`src/rtl/axi_lite_regfile_slave.sv`:
```
// -----------------------------------------------------------------------------
// axi_lite_regfile_slave
//   AXI4-Lite completer backed by NUM_REGS word registers starting at
//   BASE_ADDR. Write and read channels run independent two-state FSMs; AW and
//   W may arrive in either order or together. Out-of-range accesses complete
//   with SLVERR and leave the bank untouched.
//
//   Handshake rule on every channel: a transfer happens on the rising aclk
//   edge where valid and ready are both high; a source holds valid and its
//   payload stable until that edge, and ready never depends on valid.
//
// Ports
//   aclk, areset_n          clock, asynchronous active-low reset
//   awaddr/awvalid/awready  write address channel
//   wdata/wstrb/wvalid/wready write data channel
//   bresp/bvalid/bready     write response channel
//   araddr/arvalid/arready  read address channel
//   rdata/rresp/rvalid/rready read data channel
//
// Optional build macro
//   AXIL_RO_ID_REG_EN : register NUM_REGS-1 becomes a read-only ID register
//                       reading 32'hA11E_0001; writes to it return SLVERR.
//
// FSM state is held in w_state_q / r_state_q for hierarchical observation.
// -----------------------------------------------------------------------------
module axi_lite_regfile_slave #(
   parameter int                    ADDR_WIDTH = 32,
   parameter int                    DATA_WIDTH = 32,
   parameter int                    NUM_REGS   = 16,
   parameter logic [ADDR_WIDTH-1:0] BASE_ADDR  = '0
) (
   input  logic                    aclk,
   input  logic                    areset_n,
   input  logic [ADDR_WIDTH-1:0]   awaddr,
   input  logic                    awvalid,
   output logic                    awready,
   input  logic [DATA_WIDTH-1:0]   wdata,
   input  logic [DATA_WIDTH/8-1:0] wstrb,
   input  logic                    wvalid,
   output logic                    wready,
   output logic [1:0]              bresp,
   output logic                    bvalid,
   input  logic                    bready,
   input  logic [ADDR_WIDTH-1:0]   araddr,
   input  logic                    arvalid,
   output logic                    arready,
   output logic [DATA_WIDTH-1:0]   rdata,
   output logic [1:0]              rresp,
   output logic                    rvalid,
   input  logic                    rready
);

   localparam int         IDX_W  = $clog2(NUM_REGS);
   localparam int         STRB_W = DATA_WIDTH / 8;
   localparam logic [1:0] OKAY   = 2'b00;
   localparam logic [1:0] SLVERR = 2'b10;

   typedef enum logic {W_IDLE, W_RESP} w_state_e;
   typedef enum logic {R_IDLE, R_DATA} r_state_e;

   w_state_e w_state_q, w_state_d;
   r_state_e r_state_q, r_state_d;

   logic                  awready_q, awready_d;
   logic                  wready_q, wready_d;
   logic                  aw_have_q, aw_have_d;
   logic                  w_have_q, w_have_d;
   logic [ADDR_WIDTH-1:0] awaddr_q, awaddr_d;
   logic [DATA_WIDTH-1:0] wdata_q, wdata_d;
   logic [STRB_W-1:0]     wstrb_q, wstrb_d;
   logic                  bvalid_q, bvalid_d;
   logic [1:0]            bresp_q, bresp_d;
   logic                  arready_q, arready_d;
   logic                  rvalid_q, rvalid_d;
   logic [DATA_WIDTH-1:0] rdata_q, rdata_d;
   logic [1:0]            rresp_q, rresp_d;
   logic [DATA_WIDTH-1:0] regs_q [NUM_REGS];
   logic [DATA_WIDTH-1:0] regs_d [NUM_REGS];

   logic aw_fire, w_fire, ar_fire;
   assign aw_fire = awvalid & awready_q;
   assign w_fire  = wvalid  & wready_q;
   assign ar_fire = arvalid & arready_q;

   // The commit uses whichever copy of each half is current: the live bus
   // value when it is handshaking this cycle, otherwise the captured one.
   logic [ADDR_WIDTH-1:0] wr_addr, wr_off, rd_off;
   logic [DATA_WIDTH-1:0] wr_data, rd_value;
   logic [STRB_W-1:0]     wr_strb;
   logic [IDX_W-1:0]      wr_idx, rd_idx;
   logic                  wr_hit, wr_ok, rd_hit;

   assign wr_addr = aw_fire ? awaddr : awaddr_q;
   assign wr_data = w_fire ? wdata : wdata_q;
   assign wr_strb = w_fire ? wstrb : wstrb_q;

   // BASE_ADDR is aligned to the bank size, so a hit is simply "offset has no
   // bits above the word index".
   assign wr_off = wr_addr - BASE_ADDR;
   assign wr_hit = (wr_addr >= BASE_ADDR) && (wr_off[ADDR_WIDTH-1:IDX_W+2] == '0);
   assign wr_idx = wr_off[IDX_W+1:2];
   assign rd_off = araddr - BASE_ADDR;
   assign rd_hit = (araddr >= BASE_ADDR) && (rd_off[ADDR_WIDTH-1:IDX_W+2] == '0);
   assign rd_idx = rd_off[IDX_W+1:2];

   // Byte offset within a word is ignored.
   logic [3:0] unused_off_bits;
   assign unused_off_bits = {wr_off[1:0], rd_off[1:0]};

`ifdef AXIL_RO_ID_REG_EN
   assign wr_ok    = wr_hit && (wr_idx != IDX_W'(NUM_REGS - 1));
   assign rd_value = (rd_idx == IDX_W'(NUM_REGS - 1)) ? DATA_WIDTH'(32'hA11E_0001)
                                                     : regs_q[rd_idx];
`else
   assign wr_ok    = wr_hit;
   assign rd_value = regs_q[rd_idx];
`endif

   // Write channel
   always_comb begin
      w_state_d = w_state_q;
      awready_d = awready_q;
      wready_d  = wready_q;
      aw_have_d = aw_have_q;
      w_have_d  = w_have_q;
      awaddr_d  = awaddr_q;
      wdata_d   = wdata_q;
      wstrb_d   = wstrb_q;
      bvalid_d  = bvalid_q;
      bresp_d   = bresp_q;
      regs_d    = regs_q;
      case (w_state_q)
         W_IDLE: begin
            if (aw_fire) begin
               aw_have_d = 1'b1;
               awaddr_d  = awaddr;
            end
            if (w_fire) begin
               w_have_d = 1'b1;
               wdata_d  = wdata;
               wstrb_d  = wstrb;
            end
            if ((aw_have_q | aw_fire) && (w_have_q | w_fire)) begin
               aw_have_d = 1'b0;
               w_have_d  = 1'b0;
               awready_d = 1'b0;
               wready_d  = 1'b0;
               bvalid_d  = 1'b1;
               bresp_d   = wr_ok ? OKAY : SLVERR;
               w_state_d = W_RESP;
               if (wr_ok) begin
                  for (int b = 0; b < STRB_W; b++) begin
                     if (wr_strb[b]) regs_d[wr_idx][8*b +: 8] = wr_data[8*b +: 8];
                  end
               end
            end else begin
               // Also raises both readies on the first edge out of reset.
               awready_d = !(aw_have_q | aw_fire);
               wready_d  = !(w_have_q | w_fire);
            end
         end
         W_RESP: begin
            if (bready) begin
               bvalid_d  = 1'b0;
               awready_d = 1'b1;
               wready_d  = 1'b1;
               w_state_d = W_IDLE;
            end
         end
      endcase
   end

   // Read channel; regs_q is the pre-write value when a write commits on
   // the same edge.
   always_comb begin
      r_state_d = r_state_q;
      arready_d = arready_q;
      rvalid_d  = rvalid_q;
      rdata_d   = rdata_q;
      rresp_d   = rresp_q;
      case (r_state_q)
         R_IDLE: begin
            arready_d = 1'b1;
            if (ar_fire) begin
               arready_d = 1'b0;
               rvalid_d  = 1'b1;
               rdata_d   = rd_hit ? rd_value : '0;
               rresp_d   = rd_hit ? OKAY : SLVERR;
               r_state_d = R_DATA;
            end
         end
         R_DATA: begin
            if (rready) begin
               rvalid_d  = 1'b0;
               arready_d = 1'b1;
               r_state_d = R_IDLE;
            end
         end
      endcase
   end

   always_ff @(posedge aclk or negedge areset_n) begin
      if (!areset_n) begin
         w_state_q <= W_IDLE;
         r_state_q <= R_IDLE;
         awready_q <= 1'b0;
         wready_q  <= 1'b0;
         aw_have_q <= 1'b0;
         w_have_q  <= 1'b0;
         awaddr_q  <= '0;
         wdata_q   <= '0;
         wstrb_q   <= '0;
         bvalid_q  <= 1'b0;
         bresp_q   <= 2'b00;
         arready_q <= 1'b0;
         rvalid_q  <= 1'b0;
         rdata_q   <= '0;
         rresp_q   <= 2'b00;
         regs_q    <= '{default: '0};
      end else begin
         w_state_q <= w_state_d;
         r_state_q <= r_state_d;
         awready_q <= awready_d;
         wready_q  <= wready_d;
         aw_have_q <= aw_have_d;
         w_have_q  <= w_have_d;
         awaddr_q  <= awaddr_d;
         wdata_q   <= wdata_d;
         wstrb_q   <= wstrb_d;
         bvalid_q  <= bvalid_d;
         bresp_q   <= bresp_d;
         arready_q <= arready_d;
         rvalid_q  <= rvalid_d;
         rdata_q   <= rdata_d;
         rresp_q   <= rresp_d;
         regs_q    <= regs_d;
      end
   end

   assign awready = awready_q;
   assign wready  = wready_q;
   assign bvalid  = bvalid_q;
   assign bresp   = bresp_q;
   assign arready = arready_q;
   assign rvalid  = rvalid_q;
   assign rdata   = rdata_q;
   assign rresp   = rresp_q;

endmodule

```
`config.mk`:
```
export PLATFORM = sky130hd
export DESIGN_NAME = axi_lite_regfile_slave
export DESIGN_NICKNAME = d
export VERILOG_FILES = /design/src/rtl/axi_lite_regfile_slave.sv
export SDC_FILE = /design/constraint.sdc
export NUM_CORES = 1
export LEC_CHECK = 0
export BUFFER_PORTS_ARGS = -buffer_cell sky130_fd_sc_hd__buf_2
export CORE_AREA = 2 2 243 245
export DETAILED_ROUTE_END_ITERATION = 16
export DIE_AREA = 0 0 245 247
export GPL_TIMING_DRIVEN = 1
export PLACE_DENSITY = 0.67
export SLEW_MARGIN = 20
export SYNTH_ARGS = -nofsm -noshare
export SYNTH_HDL_FRONTEND = slang
export SYNTH_SLANG_ARGS = --single-unit
export TNS_END_PERCENT = 1
```
`constraint.sdc`:
```
create_clock -name aclk -period 5.33 [get_ports aclk]
set_input_delay 0.533 -clock aclk [delete_from_list [all_inputs] [get_ports aclk]]
set_output_delay 0.533 -clock aclk [all_outputs]
set_load 0.005 [all_outputs]
```
Word level (Yosys, flattened, before mapping)
Index checks and enable logic that the tools add are counted.
{"block": "word_totals", "register_bits": 625, "latch_bits": 0, "ramBits": 0, "romBits": 0, "input_bits": 107, "out_inout_bits": 41, "word_cells": 124, "memories": 0}
{"block": "classes", "n_addsub": 0, "mul": 0, "n_div": 0, "magnitude_cmp": 5, "n_eq_ne": 4, "shifts": 0, "n_mux": 58, "bitwise_logic": 9, "reduce_logical": 17}
{"op": "$mux W512", "count": 13}
{"op": "$bwmux W512", "count": 4}
{"op": "$demux W32 S4", "count": 4}
{"op": "$mux W32", "count": 6}
{"op": "$bmux W32 S4", "count": 1}
{"op": "$ge A32 B1 Y1 const B", "count": 2}
{"op": "$logic_not A26 Y1", "count": 2}
{"op": "$mux W24", "count": 1}
{"op": "$mux W1", "count": 17}
{"op": "$mux W16", "count": 1}
{"op": "$pmux W1 S2", "count": 7}
{"op": "$reduce_and A2 Y1", "count": 6}
{"op": "$ge A5 B5 Y1 const B", "count": 2}
{"op": "$not A4 Y5", "count": 2}
{"op": "$mux W8", "count": 1}
{"op": "$ne A2 B2 Y1 const B", "count": 4}
{"op": "$lt A5 B1 Y1 const B", "count": 1}
{"op": "$logic_and A1 B1 Y1", "count": 4}
{"op": "$mux W2", "count": 2}
{"op": "$mux W4", "count": 1}
{"op": "$reduce_bool A2 Y1", "count": 2}
{"op": "$and A1 B1 Y1", "count": 3}
{"op": "$reduce_and A3 Y1", "count": 1}
{"op": "$logic_not A1 Y1", "count": 2}
{"op": "other kinds (2)", "count": 4}

Longest topological paths before layout
{"block": "depth", "depth_word": 24, "mapped_depth": 7, "depth_no_buf": 5}

Worst setup path after synthesis
No wires, ideal clock.
{"block": "synth_timing", "path_type": "input port to flip-flop", "startpoint": "input araddr[2]", "endpoint": "register rdata_q[0], in the netlist rdata[0]", "setup_ps": 133, "arrival_ps": 2200, "required_time_ps": 5197, "path_slack_ps": 2996, "stages": 6, "n_path_buf": 2, "cell_sequence": "buf_2 -> buf_2 -> mux4_2 -> mux4_2 -> inv_1 -> o21ai_0"}
{"block": "synth_via", "elab_chain_len": 5, "word_cells_on_any_way": 7, "classes_between": "1 x order compare; 4 x mux; 1 x bitwise; 1 x reduce/logical"}
{"item": "start: declaration", "line": "44", "rtl": "input logic [ADDR_WIDTH-1:0] araddr,"}
{"item": "branches (longest 4 deep; another with $ge A32 B1 Y1)"}
{"item": "$mux W32 *", "line": "187", "rtl": "rdata_d = rd_hit ? rd_value : '0;"}
{"item": "end signal: assignment", "line": "234", "rtl": "rdata_q <= rdata_d;"}
{"item": "end: declaration", "line": "75", "rtl": "logic [DATA_WIDTH-1:0] rdata_q, rdata_d;"}
Mark *: on every way between the ends. The select of a mux whose other input is x is not followed.
A chain may end at the register's enable or synchronous reset.

Worst setup path after layout
{"block": "layout_timing", "startpoint": "register wready_q, in the netlist wready", "endpoint": "register regs_q[502] (netlist name)"}
{"block": "layout_via", "elab_chain_len": 18, "word_cells_on_any_way": 22, "classes_between": "18 x mux; 2 x bitwise; 2 x reduce/logical"}
{"item": "start: declaration", "line": "65", "rtl": "logic wready_q, wready_d;"}
{"item": "start signal: assignment", "line": "224", "rtl": "wready_q <= wready_d;"}
{"item": "$and A1 B1 Y1 *", "line": "82", "rtl": "assign w_fire = wvalid & wready_q;"}
{"item": "$mux W4"}
{"item": "$mux W512", "line": "153", "rtl": "if (wr_strb[b]) regs_d[wr_idx][8*b +: 8] = wr_data[8*b +: 8];"}
{"item": "$mux W512", "line": "151", "rtl": "if (wr_ok) begin"}
{"item": "$mux W512", "line": "143", "rtl": "if ((aw_have_q | aw_fire) && (w_have_q | w_fire)) begin"}
{"item": "$mux W512", "line": "132", "rtl": "case (w_state_q)"}
{"item": "$bwmux W512", "line": "153"}
{"item": "$mux W512", "line": "153"}
{"item": "(+2 left out)"}
{"item": "$mux W512", "line": "132"}
{"item": "$bwmux W512", "line": "153"}
{"item": "$mux W512", "line": "153"}
{"item": "$mux W512", "line": "151"}
{"item": "$mux W512", "line": "143"}
{"item": "$mux W512", "line": "132"}
{"item": "$bwmux W512", "line": "153"}
{"item": "$mux W512", "line": "153"}
{"item": "end signal: assignment", "line": "236", "rtl": "regs_q <= regs_d;"}
{"item": "end: declaration", "line": "77", "rtl": "logic [DATA_WIDTH-1:0] regs_q [NUM_REGS];"}
Every way passes the cells marked *; elsewhere a longest branch is shown, timed or not. The select of a mux whose other input is x is not followed.

==> reports/metrics.csv <==
metric,value,unit
grt_pass1_wl,99500,um
htreeDepth,3,
synth_cells,1766,
postCtsSetupBuffers,0,
synthFlopType,dfrtp_1,
clkTransAtPathRegs,60,ps
clk_latency,600,ps
io_buffer_count,141,
utilization,55.5,%
diodes,0,
period_minus_slack,3660,ps
design_area,0.0323,sq mm
synth_fa_ha_area_share,0,%
slew_headroom,23.9,%
grt_usage,21.5,%
power.internal,8.23,mW
drc_errors,0,
cts_buffer_depth,3,
worstSetupEndpointType,flip-flop,
seq_power_share,44.8,%
power.switching,3.30,mW
yosysMostFrequentCell,dfrtp_1,
synth_top_area_share,54.1,%
grt_setup_unrepaired,no,
synth-compound-area-share,1.02,%
cap_violations,0,
drv_slew,0,
drive_gt1_share,54.4,%
syn_area,0.0287,sq mm
cts_root_buf,clkbuf_16,
via_count,15800,
synth-seq-cells,621,
reg2regPathDepth,5,
drt-pass1-iter-count,5,
power_density,357,mW/mm^2
synth_edf_count,0,
ant_nets,0,
p_comb_share,16.5,%
fin_crit_sh,68.6,%
wl_per_cell,22.9,um
synth_area_leader_cell,dfrtp_1,
synthSimpleGateAreaFrac,5.85,%
cts_resized,0,
r2r-start,wready,
crit_path_start,wready,
synth_top_family_by_area,multiplexers,
dieHeight,247,um
placed_cell_area,0.0302,sq mm
setup_slack,1670,ps
synth-xor-area-share,0,%
hold_viol_final,0,
fin_tns_setup,0,ps
gp_congestion,0.738,
power.leakage,15.7,nW
drt-vias-per-instance,5.82,
area_growth,12.4,%
cts_hold_buf,1,
regArea,0.0155,sq mm
setup_viol,0,
synth_cell_types,40,
synth_mux_area_share,36.6,%
cp.required,5790,ps
pre_cts_ws,1490,ps
drt_iter0_drc,937,
hpwl,40000,um
cp.arrival,4120,ps
hp-class,in2reg,
finalPower,11.5,mW
numCtsBuffers,66,
cp_max_fo,17,
dieArea,0.0605,sq mm
r2r-end,regs_q[502],
core,0.0582,sq mm
switching_share,28.6,%
ys_seq_area_share,54.1,%
vdd_drop_max,282,uV
start_kind,flip-flop,
max_slew.worst_pin.slew,1120,ps
cts_tree,yes,
fill_cells,4572,
yosys-top-cells-area,"dfrtp_1 54%, mux2_2 22%, mux4_2 13%, nand4_4 3.6%, mux2_1 1.9%",
cts_sinks,621,
async_flop_share,100,%
synth_common_cells,"621 x dfrtp_1, 566 x mux2_2, 160 x mux4_2, 63 x clkbuf_1, 49 x nand4_4",
critPathCapture,regs_q[502],
antenna_found_initial,2,
chipWidth,245,um
nets,1998,
wirelength,62000,um
status,"finished, final reports clean",
start_util,49.4,%
skew,16.8,ps
grt_start_max_net_pins,154,
clock.fmax,0.273,GHz
multi_input_area,0.0125,sq mm
p_clk_share,38.7,%
critical_path_class,reg2reg,
first_global_vias,17000,
r2r_slack,1670,ps
io_pins,148,
rows,89,
synth_area_per_cell,16.3,sq um
ys_warn_count,0,
overflow,0,
[sequential cells by signal, indices dropped and copies added, names as in the netlist, 4 cells and up]
signal and flops:
rdata 32, wstrb_q 4, awaddr_q 30, regs_q 512
wdata_q 32
[power by group through the flow]
stage / Sequential [mW] / Clock, mW / Combinational (mW)
2_1_floorplan: 5.20 / 0 / 1.42
4_1_cts: 5.17 / 4.58 / 1.93
3_5_place_dp: 5.25 / 0 / 1.93
6_report: 5.17 / 4.46 / 1.90
3_3_place_gp: 5.23 / 0 / 1.86
5_1_grt: 5.21 / 4.78 / 2.10
[metal layers]
metal	vias to the layer above	GRT usage (%)	part of all wire [%]
met5	-	0	0
met3	71	3.56	3.9
met1	8495	29.7	45
met4	0	5.85	1.8
met2	255	35.4	50
li1	6946	-	-
[layout make-up]
type,count,area share [%]
inverters,39,0.453
well taps,773,2.99
clock buffers,99,6.20
multi-input cells,995,38.8
flip-flops and latches,621,48.1
clock inverters,13,0.290
repair buffers,168,3.16
[worst min path at each step]
stage | endpoint | slack [ps] | depth (start not counted) | from
after global placement | arready | 450 | 1 | r_state_q
after global routing | r_state_q | 140 | 2 | rready
after detailed placement | rdata[20] | 470 | 2 | rdata[20]
after CTS | r_state_q | 120 | 2 | rready
after floorplan | arready | 240 | 0 | areset_n
final | r_state_q | 150 | 2 | rready
[critical path, stage by stage, from the launching register on]
cell and delay (ps):
dfrtp_1 370, and2_2 600, o21bai_1 310, a221oi_4 830, nand4_1 860, mux2_2 550
[metrics by stage]
step,instances,hold WS [ps]
2_1_floorplan,1767,237
3_3_place_gp,2594,455
3_5_place_dp,2595,466
4_1_cts,2708,116
5_1_grt,2708,141
6_report,2708,154
[cell usage in the layout, fill, tap and decap left out, types with 2 or more instances in the layout]
master,n
dfrtp_1,621
mux2_2,566
mux4_2,160
buf_2,138
clkbuf_16,71
nand4_4,49
mux2_1,48
inv_1,39
nand2_1,38
o21ai_0,34
buf_4,20
nor2_1,19
nor4_1,16
nand4_1,16
clkbuf_1,16
clkbuf_8,13
clkinv_2,11
a31oi_1,8
buf_12,7
a21oi_1,4
and4b_1,4
nor2_2,4
and4_1,3
nand4_2,3
nor3_1,2
nand3_1,2
o21a_1,2
conb_1,2
[logic make-up (layout without fill, tap and decap cells)]
kind of cell           count (synthesis)  after routing
and+or+nand+nor                      166            166
muxes                                775            775
AOI/OAI and AO/OA                     52             52
DFF                                  621            621
other                                  1              2
buffers and inverters                151            319
Note: power is estimated with default switching activity, not from simulation.
